--- config.mk ---
export PLATFORM = sky130hd
export DESIGN_NAME = vec_de_pipe_reg
export DESIGN_NICKNAME = d
export VERILOG_FILES = /design/src/rtl/vec_de_pipe_reg.sv
export SDC_FILE = /design/constraint.sdc
export NUM_CORES = 1
export LEC_CHECK = 0
export CAP_MARGIN = 0
export CORE_AREA = 5 5 241 243
export CTS_CLUSTER_DIAMETER = 200
export DETAILED_ROUTE_END_ITERATION = 7
export DIE_AREA = 0 0 246 248
export DONT_BUFFER_PORTS = 1
export PLACE_DENSITY = 0.71
export SLEW_MARGIN = 20
export SYNTH_ARGS = -nofsm -noshare
export SYNTH_HDL_FRONTEND = slang
export SYNTH_SLANG_ARGS = --single-unit
--- constraint.sdc ---
create_clock -name clk -period 2.3 [get_ports clk]
set_clock_uncertainty 0.15 [all_clocks]
set_input_delay 0.46 -clock clk [delete_from_list [all_inputs] [get_ports clk]]
set_output_delay 0.46 -clock clk [all_outputs]
set_load 0.01 [all_outputs]
--- src/rtl/vec_de_pipe_reg.sv ---
// Decode-to-execute vector pipeline register with a two-entry skid buffer,
// scalar lane masking and a saturating bubble/stall counter.
module vec_de_pipe_reg #(
   parameter int LANES     = 4,
   parameter int LANE_W    = 32,
   parameter int ALUCTRL_W = 3,
   parameter int RD_W      = 4,
   parameter int IMM_W     = 32,
   parameter int CNT_W     = 16
) (
   input  logic                    clk,
   input  logic                    rst_n,
   input  logic                    flush,
   input  logic                    stall,
   input  logic                    in_valid,
   output logic                    in_ready,
   input  logic                    in_regw,
   input  logic                    in_memw,
   input  logic                    in_regmem,
   input  logic                    in_vect,
   input  logic                    in_aluop,
   input  logic [ALUCTRL_W-1:0]    in_aluctrl,
   input  logic [RD_W-1:0]         in_rd,
   input  logic [LANES*LANE_W-1:0] in_a,
   input  logic [LANES*LANE_W-1:0] in_b,
   input  logic [IMM_W-1:0]        in_imm,
   output logic                    out_valid,
   input  logic                    out_ready,
   output logic                    out_regw,
   output logic                    out_memw,
   output logic                    out_regmem,
   output logic                    out_vect,
   output logic                    out_aluop,
   output logic [ALUCTRL_W-1:0]    out_aluctrl,
   output logic [RD_W-1:0]         out_rd,
   output logic [LANES*LANE_W-1:0] out_a,
   output logic [LANES*LANE_W-1:0] out_b,
   output logic [IMM_W-1:0]        out_imm,
   output logic [CNT_W-1:0]        bubble_cnt
);

   localparam int OP_W = LANES * LANE_W;

   typedef struct packed {
      logic                 regw;
      logic                 memw;
      logic                 regmem;
      logic                 vect;
      logic                 aluop;
      logic [ALUCTRL_W-1:0] aluctrl;
      logic [RD_W-1:0]      rd;
      logic [OP_W-1:0]      a;
      logic [OP_W-1:0]      b;
      logic [IMM_W-1:0]     imm;
   } ent_t;

   typedef enum logic [1:0] {
      EMPTY = 2'd0,
      ONE   = 2'd1,
      FULL  = 2'd2
   } state_t;

   state_t           state;
   state_t           state_nx;
   ent_t             m_q;
   ent_t             s_q;
   ent_t             m_nx;
   ent_t             s_nx;
   ent_t             in_ent;
   logic             accept;
   logic             consume;
   logic [CNT_W-1:0] cnt_q;

   // Scalar ops keep only lane 0 so stale upper lanes never reach execute.
   function automatic logic [OP_W-1:0] lane_mask(
      input logic [OP_W-1:0] v,
      input logic            vect
   );
      logic [OP_W-1:0] r;
      r = v;
      if (!vect) begin
         for (int l = 1; l < LANES; l++) begin
            r[l*LANE_W +: LANE_W] = '0;
         end
      end
      return r;
   endfunction

   always_comb begin
      in_ent         = '0;
      in_ent.regw    = in_regw;
      in_ent.memw    = in_memw;
      in_ent.regmem  = in_regmem;
      in_ent.vect    = in_vect;
      in_ent.aluop   = in_aluop;
      in_ent.aluctrl = in_aluctrl;
      in_ent.rd      = in_rd;
      in_ent.a       = lane_mask(in_a, in_vect);
      in_ent.b       = lane_mask(in_b, in_vect);
      in_ent.imm     = in_imm;
   end

   assign in_ready  = (state != FULL);
   assign out_valid = (state != EMPTY);
   assign accept    = in_valid & in_ready;
   assign consume   = out_valid & out_ready & ~stall;

   always_comb begin
      state_nx = state;
      m_nx     = m_q;
      s_nx     = s_q;
      if (flush) begin
         state_nx = EMPTY;
         m_nx     = '0;
         s_nx     = '0;
      end else begin
         unique case (state)
            EMPTY: begin
               if (accept) begin
                  m_nx     = in_ent;
                  state_nx = ONE;
               end
            end
            ONE: begin
               if (accept && consume) begin
                  m_nx = in_ent;
               end else if (accept) begin
                  s_nx     = in_ent;
                  state_nx = FULL;
               end else if (consume) begin
                  state_nx = EMPTY;
               end
            end
            FULL: begin
               if (consume) begin
                  m_nx     = s_q;
                  s_nx     = '0;
                  state_nx = ONE;
               end
            end
            default: begin
               state_nx = EMPTY;
            end
         endcase
      end
   end

   always_ff @(posedge clk) begin
      if (!rst_n) begin
         state <= EMPTY;
         m_q   <= '0;
         s_q   <= '0;
      end else begin
         state <= state_nx;
         m_q   <= m_nx;
         s_q   <= s_nx;
      end
   end

   always_ff @(posedge clk) begin
      if (!rst_n) begin
         cnt_q <= '0;
      end else if ((!out_valid || stall) && (cnt_q != '1)) begin
         cnt_q <= cnt_q + CNT_W'(1);
      end
   end

   assign bubble_cnt  = cnt_q;
   assign out_regw    = m_q.regw;
   assign out_memw    = m_q.memw;
   assign out_regmem  = m_q.regmem;
   assign out_vect    = m_q.vect;
   assign out_aluop   = m_q.aluop;
   assign out_aluctrl = m_q.aluctrl;
   assign out_rd      = m_q.rd;
   assign out_a       = m_q.a;
   assign out_b       = m_q.b;
   assign out_imm     = m_q.imm;

endmodule

==> results of run 1 <==
==> per-stage QoR <==
stage / utilization [%] / cell area [sq um] / worst slack [ps]
floorplan: - / 25300 / 248
global placement: 47.6 / 26500 / 200
detailed placement: 47.6 / 26500 / 139
CTS: 56.5 / 31500 / 7.80
global route: 56.5 / 31500 / 54.8
finish: 56.6 / 31500 / 138
==> sequential cells by signal (all words and copies together) (netlist names), 2 cells and up <==
name         cells
bubble_cnt      16
out_b          128
out_imm         32
state            2
out_rd           4
out_aluctrl      3
out_a          128
s_q            300
==> cell families after synthesis <==
| group | synth area share (%) |
|---|---|
| simple gates | 20.1 |
| compound gates | 21.4 |
| flops | 49.0 |
| buf+inv | 5.09 |
| mux | 4.40 |
| fa+ha+maj | 0.0495 |
==> routing by layer <==
| layer | routed length, um | track usage [%] | up-vias |
|---|---|---|---|
| met1 | 32100 | 30.2 | 11300 |
| met2 | 41500 | 43.5 | 1151 |
| met5 | 21 | 0 | - |
| li1 | - | - | 10700 |
| met4 | 3690 | 12.3 | 4 |
| met3 | 7230 | 6.95 | 253 |
==> critical path: stages (launching register included) <==
cell and delay (ps):
dfxtp_1 500, nor2b_4 80, clkinv_2 110, buf_16 270
==> what timing repair did <==
item | in CTS | in global routing
buffers inserted | 1 | 0
hold buffers | 265 | 0
setup endpoints to repair | 1 | 8
gates cloned | 1 | 0
gates resized for setup | 1 | 3
pin swaps | 0 | 0
endpoints found under the hold margin | 434 | 0
==> Yosys cell counts (all sizes together) (5+ instances only) <==
cell type  number
a211oi        300
a21oi         314
a22oi         192
and2          109
buf            78
clkbuf        238
dfxtp         618
inv             5
mux2i         111
nand2         203
nand2b          5
nand3b        194
nand4           5
nor2          109
nor3          304
o31ai           7
or4             7
==> path summary, 6_finish.rpt <==
kind	to	slack, ps	depth (start not counted)
setup reg to reg	out_b[63]$_SDFFE_PP0P_	170	6
setup / recovery	in_ready	140	3
hold reg to reg	s_q[154]$_SDFFE_PP0P_	300	2
hold / removal	out_a[54]$_SDFFE_PP0P_	40	2
==> cell type report <==
class / count / area [sq um] / share of cell area (%)
inverters: 5 / 20.0 / 0.0635
well taps: 756 / 946 / 3.00
clock buffers: 97 / 1940 / 6.16
clock inverters: 22 / 300 / 0.953
flip-flops and latches: 618 / 12400 / 39.3
repair buffers: 393 / 4230 / 13.4
diodes: 14 / 35.0 / 0.111
multi-input cells: 1894 / 11700 / 37.0
==> power groups by stage <==
stage / logic [uW] / clock network, uW / registers [uW]
after floorplan: 1280 / 0 / 11500
after global placement: 1720 / 0 / 11600
after detailed placement: 1780 / 0 / 11600
after CTS: 2230 / 11200 / 11400
after global routing: 2470 / 11600 / 11400
final: 2280 / 11000 / 11400
==> flow_summary_export.csv, run 1 <==
group,metric,value,unit
power_and_ir_drop,p_seq_share,46.2,%
final_layout,stdcell_count,3799,
power_and_ir_drop,p_per_area,781,nW/um^2
route,vias_per_cell,6.14,
logic_synthesis,synth_fp_nets,3140,
placed_design,hpwl,53.5,mm
sta,slew_viol_final,0,
clock_network,cts.sinks,618,
setup_path,worstPathRequired,1690,ps
logic_synthesis,syn_area,25300,sq um
sta,tightest_slew,591,ps
final_layout,final_cell_mix,"dfxtp_1 (617), a21oi_1 (314), nor3_1 (304)",
power_and_ir_drop,switching_share,25.0,%
grt,grt_use_total,25.6,%
logic_synthesis,ys_dominant_reg_cell,"dfxtp_1",
logic_synthesis,ys_seq_area_share,49.0,%
setup_path,end_kind,"primary output",
setup_path,worstSetupPathType,"flip-flop to primary output",
floorplan,io_pins,624,
clock_network,clkLatencyLatePin,590,ps
final_layout,syn_to_final_growth,24.8,%
route,num_vias,23300,
sta,fin_setup_tns,0,ps
run_status,outcome,"finished, final reports clean",
power_and_ir_drop,power,24600,uW
final_layout,fillers,4572,
logic_synthesis,synth_cells,2833,
setup_path,arrival,1550,ps
logic_synthesis,synth_seq_cells,618,
floorplan,die_y,248,um
route,drt_pass1_iterations,8,
final_layout,drive_above_1_share,8.02,%
setup_path,worstReg2RegStart,"state[0]$_SDFFE_PP0P_",
clock_network,clock_path_buffers,3,
sta,fmax,463,MHz
clock_network,cts_tree,"yes",
clock_network,cts_buffers,68,
route,drt_iter0_markers,1830,
logic_synthesis,synth_area_leaders,"dfxtp_1 (49%), a211oi_1 (8.9%), a21oi_1 (6.2%)",
hold_path,hold_path.class,"input port to flip-flop",
grt,antenna_found_initial,10,
logic_synthesis,ys.warnings.count,0,
grt,gr-total-overflow,0,
power_and_ir_drop,clkPwrFrac,44.6,%
power_and_ir_drop,power_frac_comb,9.3,%
power_and_ir_drop,p_leak,0.0114,uW
grt,first_global_vias,22500,
logic_synthesis,ys_types,39,
placed_design,dp.cells,3399,
route,ant_nets,0,
final_layout,layout_commonest_cell,"dfxtp_1",
job,max_cap_viol_count,0,
sta,layout_min_cycle_time,2160,ps
power_and_ir_drop,switchingPower,6150,uW
setup_path,cp-start-kind,"flip-flop",
grt,grt_max_degree,123,
sta,whs,39.9,ps
grt,grt_pass1_wl,127,mm
hold_path,holdCritStartpoint,"in_a[54]",
clock_network,root_buffer,"clkbuf_16",
logic_synthesis,syn_avg_cell_area,8.92,sq um
placed_design,place.gp.congestion,0.877,
floorplan,start_util,45.3,%
floorplan,die_w,246,um
logic_synthesis,synth.top_cell.area_share,49.0,%
logic_synthesis,synth_top_area_cell,"dfxtp_1",
route,wl,84.5,mm
setup_path,worst-path-max-fanout,54,
sta,timing.final.crit_share,94.0,%
floorplan,fp-row-count,87,
logic_synthesis,synth_edf_count,0,
setup_path,setup.worst_path.start,"state[0]$_SDFFE_PP0P_",
sta,hold_viol,0,
route,post_drt_wl_per_cell,22.3,um
sta,setup_viol,0,
route,drc_errors,0,
floorplan,coreArea,55700,sq um
floorplan,die-area,61000,sq um
power_and_ir_drop,ir_drop,0.667,mV
power_and_ir_drop,p_int,18500,uW
final_layout,fin_nets,3287,
logic_synthesis,async_flop_share,0,%
sta,slew_headroom,60.6,%
placed_design,io_buffers,0,
clock_network,clk_pin_slew_worst_paths,60,ps
sta,rsz0062_at_grt,"false",
clock_network,cts_htree_levels,3,
No activity file was read; power rests on OpenSTA's default activity.
==> inputs of run 2 (changes only) <==
- SKIP_LAST_GASP: unset -> 1
==> results of run 2 <==
Same layout as run 1: the final DEF is identical, and so are final timing and power.
